[config.mk]
export PLATFORM = sky130hd
export DESIGN_NAME = h_sync_rx
export DESIGN_NICKNAME = d
export VERILOG_FILES = /design/src/rtl/h_sync_rx.sv
export SDC_FILE = /design/constraint.sdc
export NUM_CORES = 1
export LEC_CHECK = 0
export CAP_MARGIN = 0
export CORE_MARGIN = 8
export CORE_UTILIZATION = 25
export CTS_CLUSTER_SIZE = 28
export DETAILED_ROUTE_END_ITERATION = 12
export PLACE_DENSITY_LB_ADDON = 0.1
export SYNTH_ARGS = -nofsm -noshare
export SYNTH_HDL_FRONTEND = slang
export SYNTH_SLANG_ARGS = --single-unit
[constraint.sdc]
create_clock -name Clk -period 4.95 [get_ports Clk]
set_clock_uncertainty 0.15 [all_clocks]
set_input_delay 0.99 -clock Clk [delete_from_list [all_inputs] [get_ports Clk]]
set_output_delay 0.99 -clock Clk [all_outputs]
set_load 0.02 [all_outputs]
[src/rtl/h_sync_rx.sv]
// Horizontal timing receiver: segments each TFT line, measures the segments, and reports lock and error status.
// Defining H_SYNC_RX_STATS_EN adds the saturating Line_cnt/Err_cnt statistics outputs.
module h_sync_rx #(
  parameter int EXP_PULSE  = 112,
  parameter int EXP_BP     = 144,
  parameter int EXP_PIX    = 1280,
  parameter int EXP_FP     = 27,
  parameter int TOL        = 0,
  parameter int LOCK_LINES = 2
) (
  input  logic        Clk,
  input  logic        Rst_n,
  input  logic        HSYNC,
  input  logic        H_DE,
  output logic [10:0] Pix_x,
  output logic        Pix_valid,
  output logic        Line_start,
  output logic        Line_ok,
  output logic        Err_timing,
  output logic        Err_seq,
  output logic        Locked,
  output logic [11:0] Meas_pulse,
  output logic [11:0] Meas_bp,
  output logic [11:0] Meas_pix,
  output logic [11:0] Meas_fp
`ifdef H_SYNC_RX_STATS_EN
  ,
  output logic [15:0] Line_cnt,
  output logic [15:0] Err_cnt
`endif
);

  typedef enum logic [2:0] {IDLE, PULSE, BACK_PORCH, PIXEL, FRONT_PORCH} state_t;

  localparam logic [11:0] CNT_MAX  = 12'hFFF;
  localparam logic [10:0] PIX_LAST = 11'(EXP_PIX - 1);
  localparam logic [3:0]  LOCK_TGT = 4'(LOCK_LINES);

  state_t      state;
  logic        s_hs, s_de;
  logic [11:0] seg_cnt, cur_pulse, cur_bp, cur_pix;
  logic [3:0]  lock_cnt;
  logic        hs_fall, hs_rise, de_rise, de_fall, illegal, line_good;

  function automatic logic in_tol(input logic [11:0] m, input int e);
    int d;
    d = int'(m) - e;
    return (d <= TOL) && (-d <= TOL);
  endfunction

  assign hs_fall = s_hs & ~HSYNC;
  assign hs_rise = ~s_hs & HSYNC;
  assign de_rise = ~s_de & H_DE;
  assign de_fall = s_de & ~H_DE;

  // IDLE ignores edge order so a stuck or noisy bus cannot spam Err_seq while unsynchronised.
  assign illegal = (state != IDLE) &&
                   ((H_DE && !HSYNC) ||
                    (de_rise && state != BACK_PORCH) ||
                    (de_fall && state != PIXEL) ||
                    (hs_fall && (state == BACK_PORCH || state == PIXEL)));

  assign line_good = in_tol(cur_pulse, EXP_PULSE) && in_tol(cur_bp, EXP_BP) &&
                     in_tol(cur_pix, EXP_PIX) && in_tol(seg_cnt, EXP_FP);

  // Segment counter is loaded with 1 on the entering edge, so its value on the leaving edge is the length.
  always_ff @(posedge Clk or negedge Rst_n) begin
    if (!Rst_n) begin
      state      <= IDLE;
      s_hs       <= 1'b0;
      s_de       <= 1'b0;
      seg_cnt    <= '0;
      cur_pulse  <= '0;
      cur_bp     <= '0;
      cur_pix    <= '0;
      lock_cnt   <= '0;
      Pix_x      <= '0;
      Pix_valid  <= 1'b0;
      Line_start <= 1'b0;
      Line_ok    <= 1'b0;
      Err_timing <= 1'b0;
      Err_seq    <= 1'b0;
      Locked     <= 1'b0;
      Meas_pulse <= '0;
      Meas_bp    <= '0;
      Meas_pix   <= '0;
      Meas_fp    <= '0;
    end else begin
      s_hs       <= HSYNC;
      s_de       <= H_DE;
      Line_start <= 1'b0;
      Line_ok    <= 1'b0;
      Err_timing <= 1'b0;
      Err_seq    <= 1'b0;
      Pix_valid  <= 1'b0;
      Pix_x      <= '0;
      if (seg_cnt != CNT_MAX) seg_cnt <= seg_cnt + 12'd1;

      if (illegal) begin
        Err_seq  <= 1'b1;
        Locked   <= 1'b0;
        lock_cnt <= '0;
        if (hs_fall) begin
          state      <= PULSE;
          Line_start <= 1'b1;
          seg_cnt    <= 12'd1;
        end else begin
          state   <= IDLE;
          seg_cnt <= '0;
        end
      end else if (state != IDLE && seg_cnt == CNT_MAX) begin
        Err_seq  <= 1'b1;
        Locked   <= 1'b0;
        lock_cnt <= '0;
        state    <= IDLE;
        seg_cnt  <= '0;
      end else begin
        case (state)
          IDLE: begin
            seg_cnt <= '0;
            if (hs_fall) begin
              state      <= PULSE;
              Line_start <= 1'b1;
              seg_cnt    <= 12'd1;
            end
          end
          PULSE: begin
            if (hs_rise) begin
              cur_pulse <= seg_cnt;
              state     <= BACK_PORCH;
              seg_cnt   <= 12'd1;
            end
          end
          BACK_PORCH: begin
            if (de_rise) begin
              cur_bp    <= seg_cnt;
              state     <= PIXEL;
              seg_cnt   <= 12'd1;
              Pix_valid <= 1'b1;
            end
          end
          PIXEL: begin
            if (de_fall) begin
              cur_pix <= seg_cnt;
              state   <= FRONT_PORCH;
              seg_cnt <= 12'd1;
            end else begin
              Pix_valid <= 1'b1;
              Pix_x     <= (Pix_x == PIX_LAST) ? Pix_x : Pix_x + 11'd1;
            end
          end
          FRONT_PORCH: begin
            if (hs_fall) begin
              Meas_pulse <= cur_pulse;
              Meas_bp    <= cur_bp;
              Meas_pix   <= cur_pix;
              Meas_fp    <= seg_cnt;
              Line_start <= 1'b1;
              state      <= PULSE;
              seg_cnt    <= 12'd1;
              if (line_good) begin
                Line_ok <= 1'b1;
                if (lock_cnt != LOCK_TGT) lock_cnt <= lock_cnt + 4'd1;
                if (lock_cnt >= LOCK_TGT - 4'd1) Locked <= 1'b1;
              end else begin
                Err_timing <= 1'b1;
                lock_cnt   <= '0;
                Locked     <= 1'b0;
              end
            end
          end
          default: state <= IDLE;
        endcase
      end
    end
  end

`ifdef H_SYNC_RX_STATS_EN
  // Counts follow the registered event pulses, so they update one clock after each event.
  always_ff @(posedge Clk or negedge Rst_n) begin
    if (!Rst_n) begin
      Line_cnt <= '0;
      Err_cnt  <= '0;
    end else begin
      if ((Line_ok || Err_timing) && Line_cnt != 16'hFFFF) Line_cnt <= Line_cnt + 16'd1;
      if ((Err_timing || Err_seq) && Err_cnt != 16'hFFFF) Err_cnt <= Err_cnt + 16'd1;
    end
  end
`endif

endmodule
==> out/metrics.cfg, run 1 <==
[outcome]
status=finished, final reports clean

[die]
fp.dieArea_sq_um=32800
fp-row-count=60
ioPinCount=69
die_h_um=181
initial_core_util=0.254
fp.coreArea_sq_um=26900
fp.dieW_um=181

[timing]
fin_crit_sh=0.936
fin_hold_ws_ns=0.354
finalHoldViolations=0
setup_viol=0
max_slew_margin=0.366
setup_tns_ns=0
finalMaxSlewViolations=0
tightestPinTransition_ns=0.942
period_needed_ns=4.63
rsz0062_at_grt=false
fmax_mhz=216

[worst_setup_path]
worstPathRequired_ns=5.11
cp_max_fo=7
critical_path.most_common_cell=nor4_1
cp-start-kind=flip-flop
crit_family=simple AND/OR/NAND/NOR gates
reg2regPathDepth=11
critPathKind=flip-flop to flip-flop
r2r_setup_slack_ns=0.32
cp.depth=11
crit_path_end_kind=flip-flop
arrival_ns=4.79
critPathMaxStageDelay_ns=0.82
slowest_stage=nor4_1
r2r_start=seg_cnt[7]
cp_cell_sequence=nor4_1 -> o211ai_1 -> xor2_1 -> nand4_1 -> ha_1 -> or4_1 -> a2111oi_0 -> a41oi_1 -> or4_4 -> and2_4 -> nor4_1
r2r-end=lock_cnt[3]
critPathBufInv=0

[layout]
layout_common_cells=122 x dfrtp_1, 82 x mux2_2, 67 x clkdlybuf4s50_1
area_growth_pct=24.1
nFillCells=2747
drive_gt1_frac=0.205
final_nets=750
final_common_cell=dfrtp_1
diodes=0
seqCellArea_sq_um=3050
multi_input_area_sq_um=3540
final_cells=1067

[synthesis]
syn_inst=649
synthesis.nets=685
synth_area_leaders=dfrtp_1 45%, mux2_2 14%, ha_1 5.9%, nor2_1 2.5%, nand2_1 2.2%
synthFlopType=dfrtp_1
syn_area_per_cell_sq_um=10.5
netlist_area_sq_um=6820
synth_edf_count=0
synth_cell_types=70
yosys_warnings=0
seq_area_frac_synth=0.448
synth_top_area_cell=dfrtp_1
synth_top_area_share=0.448
ys_seq_elements=122
async_reset_ff_frac=1.00

[grt]
overflow=0
grt_pass1_vias=5381
grt_first_pass_wirelength_um=30500
grt_max_degree=123
grt_usage=0.116
antenna_found_initial=0

[cts]
cts_root_buffer=clkbuf_16
cts_hold_buf=0
clock_latency_ns=0.42
htree_levels=4
clockBufferDepth=2
path_clk_slew_ns=0.06
cts.sinks=122
cts_buffers=17
cts_tree=done

[pwr]
powerDensity_nw_per_um2=307
power_w=0.00260
p_leak_nw=3.68
peakVddDrop_v=0.000222

[route]
via_count=5233
wl_per_cell_um=17.5
ant_nets=0
drt_iter0_markers=266
dr.pass1.iters=5
drcViolationCount=0
vias_per_cell=4.90
wl_um=18700

[placement]
dp_hpwl_um=13200
dp_cells=1036
io_buffer_count=68
gp_congestion=0.864

[min_path]
hold_end=Meas_pix[11]
worstHoldStart=Meas_pix[11]
hold_class=flip-flop to flip-flop
whs_path_depth=1

[run]
cap_violations=0

[cells in the mapped netlist, drive strengths merged, types with 8 or more instances]
master	count
nand4	22
ha	32
xor2	12
clkbuf	31
nor3	22
nor4	12
dfrtp	122
nand2b	9
inv	15
a21oi	19
xnor2	17
nand3	27
buf	8
mux2	82
o21ai	25
nand2	40
and3	11
nor2	46
[worst max-delay path by stage]
stage	from	endpoint
after floorplan	cur_bp[4]	lock_cnt[0]
after global placement	seg_cnt[7]	lock_cnt[0]
after detailed placement	seg_cnt[7]	lock_cnt[3]
after CTS	cur_bp[4]	lock_cnt[3]
after global routing	seg_cnt[7]	lock_cnt[3]
final	seg_cnt[7]	lock_cnt[3]
[cells by family (layout without fill, tap and decap cells)]
logic type | count (synthesis) | after routing | synth area share
buffers and inverters | 54 | 131 | 0.0352
multiplexers | 84 | 84 | 0.138
AO/OA/AOI/OAI | 92 | 92 | 0.0919
XOR/XNOR | 29 | 29 | 0.0372
adder cells (fa/ha/maj) | 33 | 33 | 0.0602
flip-flops | 122 | 122 | 0.448
AND/OR/NAND/NOR | 235 | 235 | 0.190
[layout make-up]
class	instances	area share
Multi-Input combinational cell	473	0.418
Inverter	15	0.00665
Timing Repair Buffer	85	0.0967
Clock inverter	11	0.0145
Tap cell	341	0.0504
Sequential cell	122	0.361
Clock buffer	20	0.0528
[layer usage]
layer  part of all wire  track usage  vias to the layer above
li1                   -            -                     2499
met1               0.48        0.150                     2608
met4              0.012       0.0380                        0
met3              0.041       0.0275                       15
met2               0.47        0.186                      111
met5                  0            0                        -
[stage by stage]
stage                     cell area, sq um  utilization  setup WS, ns
after floorplan                       6820            -         0.950
after global placement                7890        0.294         0.544
after detailed placement              7890        0.294         0.409
after CTS                             8460        0.315         0.319
after global routing                  8460        0.315        0.0311
final                                 8460        0.315         0.316
[worst reg2reg max path: stages, from the launching register on]
cell and delay (ns):
dfrtp_1 0.37, nor4_1 0.82, o211ai_1 0.29, xor2_1 0.49, nand4_1 0.19, ha_1 0.22
or4_1 0.48, a2111oi_0 0.33, a41oi_1 0.17, or4_4 0.57, and2_4 0.18, nor4_1 0.26
[registers in the layout, indices dropped and copies added (netlist names)]
register and flops:
Err_seq 1, Err_timing 1, Line_ok 1, Line_start 1
Locked 1, Meas_bp 12, Meas_fp 12, Meas_pix 12
Meas_pulse 12, Pix_valid 1, Pix_x 11, cur_bp 12
cur_pix 12, cur_pulse 12, lock_cnt 4, s_de 1
s_hs 1, seg_cnt 12, state 3
[report_power, final]
group | internal, W | switching (W)
Sequential | 0.00103 | 0.0000554
Combinational | 0.000109 | 0.000174
Clock | 0.000750 | 0.000474
Total | 0.00189 | 0.000704
[what timing repair did]
item                       in CTS  in global routing
setup endpoints to repair       0                  2
gates resized for setup         0                  1
setup buffers                   0                  0
Power figures use the tool's default switching activity.
==> run 2: changes to the inputs <==
--- a/config.mk
+++ b/config.mk
@@ -11,6 +11,7 @@
 export CTS_CLUSTER_SIZE = 28
 export DETAILED_ROUTE_END_ITERATION = 12
 export PLACE_DENSITY_LB_ADDON = 0.1
+export REMOVE_ABC_BUFFERS = 1
 export SYNTH_ARGS = -nofsm -noshare
 export SYNTH_HDL_FRONTEND = slang
 export SYNTH_SLANG_ARGS = --single-unit
==> out/metrics.cfg, run 2 (synthesis results as in run 1) <==
[layout]
drive_gt1_frac=0.204  ; was 0.205
final_common_cell=dfrtp_1  ; unchanged
diodes=0  ; unchanged
multi_input_area_sq_um=3540  ; unchanged
nFillCells=2743  ; was 2747
final_nets=746  ; was 750
layout_common_cells=122 x dfrtp_1, 82 x mux2_2, 67 x clkdlybuf4s50_1  ; unchanged
seqCellArea_sq_um=3050  ; unchanged
area_growth_pct=23.6  ; was 24.1%

[placement]
gp_congestion=0.817  ; was 0.864
dp_hpwl_um=12700  ; was 13200 um
io_buffer_count=68  ; unchanged
place_ws_ns=0.361  ; was 0.409 ns

[timing]
fmax_mhz=221  ; was 216 MHz
setup_viol=0  ; unchanged
fin_crit_sh=0.913  ; was 0.936
max_slew_margin=0.447  ; was 0.366
finalMaxSlewViolations=0  ; unchanged
period_needed_ns=4.52  ; was 4.63 ns
finalHoldViolations=0  ; unchanged
worst_slack_ns=0.429  ; was 0.316 ns
rsz0062_at_grt=false  ; unchanged
setup_tns_ns=0  ; unchanged
tightestPinTransition_ns=0.827  ; was 0.942 ns

[route]
drcViolationCount=0  ; unchanged
via_count=5241  ; was 5233
wl_um=18500  ; was 18700 um
vias_per_cell=4.93  ; was 4.90
ant_nets=0  ; unchanged
dr.pass1.iters=5  ; unchanged
wl_per_cell_um=17.4  ; was 17.5 um
drt_iter0_markers=266  ; unchanged

[cts]
path_clk_slew_ns=0.06  ; about the same
clock_latency_ns=0.42  ; about the same
post_cts_buffers=0  ; unchanged
cts_hold_buf=0  ; unchanged
cts_buffers=17  ; unchanged
htree_levels=4  ; unchanged
clockBufferDepth=2  ; unchanged
cts.sinks=122  ; unchanged
cts_root_buffer=clkbuf_16  ; unchanged
cts_tree=done  ; unchanged

[die]
initial_core_util=0.254  ; unchanged
ioPinCount=69  ; unchanged
fp.dieArea_sq_um=32800  ; unchanged
fp.dieW_um=181  ; unchanged
fp-row-count=60  ; unchanged
fp.coreArea_sq_um=26900  ; unchanged
die_h_um=181  ; unchanged

[worst_setup_path]
cp-startpoint=seg_cnt[1]  ; was seg_cnt[7]
cp_max_fo=12  ; was 7
critPathKind=flip-flop to flip-flop  ; unchanged
r2r_setup_slack_ns=0.43  ; was 0.32 ns
cp-start-kind=flip-flop  ; unchanged
reg2regPathDepth=13  ; was 11
r2r-end=lock_cnt[3]  ; unchanged
r2r_start=seg_cnt[1]  ; was seg_cnt[7]
arrival_ns=4.69  ; was 4.79 ns
crit_path_end=lock_cnt[3]  ; unchanged
worstPathRequired_ns=5.12  ; was 5.11 ns
crit_path_end_kind=flip-flop  ; unchanged

[outcome]
status=finished, final reports clean  ; unchanged

[grt]
overflow=0  ; unchanged
grt_first_pass_wirelength_um=30400  ; was 30500 um
grt_usage=0.116  ; about the same
grt_pass1_vias=5348  ; was 5381
antenna_found_initial=1  ; was 0
grt_max_degree=123  ; unchanged

[pwr]
peakVddDrop_v=0.000150  ; was 0.000222 V
p_leak_nw=3.66  ; was 3.68 nW
powerDensity_nw_per_um2=303  ; was 307 nW/um^2

[min_path]
hold_class=flip-flop to flip-flop  ; unchanged

[run]
cap_violations=0  ; unchanged

[run 2: cell count changes in the layout (fill, tap and decap cells not counted), sizes merged]
cell      previous run  this run
bufinv               2         1
buf                 18        14
clkinvlp             4         5
[run 2: worst min-delay path by stage]
stage                 from           to  slack [ns]  depth (start not counted)
2_1_floorplan   cur_pix[5]   cur_pix[5]        0.32                          2
4_1_cts         Meas_bp[0]   Meas_bp[0]        0.36                          1
6_report       Meas_pix[4]  Meas_pix[4]        0.35                          1
3_5_place_dp   Meas_fp[10]  Meas_fp[10]        0.35                          1
3_3_place_gp   Meas_pix[2]  Meas_pix[2]        0.34                          1
5_1_grt        Meas_pix[9]  Meas_pix[9]        0.38                          1
[run 2: final cells by class]
type | count | area share
multi-input combinational | 473 | 0.420
timing repair buffer | 81 | 0.0935
clock buffer | 20 | 0.0554
sequential | 122 | 0.362
tap | 341 | 0.0506
inverter | 15 | 0.00668
clock inverter | 11 | 0.0114
[run 2: per-stage QoR]
stage                     utilization  hold slack [ns]  cell area (sq um)  total power, W  instances
after floorplan                     -            0.317               6640         0.00126        610
after global placement          0.292            0.341               7860         0.00138       1032
after detailed placement        0.292            0.348               7860         0.00138       1032
after CTS                       0.313            0.363               8420         0.00261       1063
after global routing            0.314            0.375               8430         0.00269       1063
final                           0.314            0.354               8430         0.00256       1063
[run 2: repair_timing]
item                                   in CTS  in global routing
setup endpoints to repair                   0                  2
gates resized for setup                     0                  1
endpoints found under the hold margin       0                  0
[run 2: report_power, final]
part	total, W	switching, W	internal [W]
combinational	0.000268	0.000164	0.000104
clock	0.00120	0.000473	0.000725
sequential	0.00109	0.0000586	0.00103
total	0.00256	0.000695	0.00186
[run 2: routing by layer]
metal  wire [um]  GRT usage  up-vias
met2        8660      0.185      120
met5           0          0        -
li1            -          -     2501
met3         794     0.0311       19
met1        8810      0.152     2601
met4         252     0.0328        0
[run 2: critical path, stage by stage, from the launching register on]
cell	delay, ns
dfrtp_1	0.60
ha_1	0.43
o211ai_1	0.19
xor2_1	0.21
o41a_1	0.37
nor2_1	0.20
nand4_1	0.14
ha_1	0.21
or4_1	0.45
a2111oi_0	0.30
a41oi_1	0.16
or4_4	0.57
and2_4	0.18
nor4_1	0.26
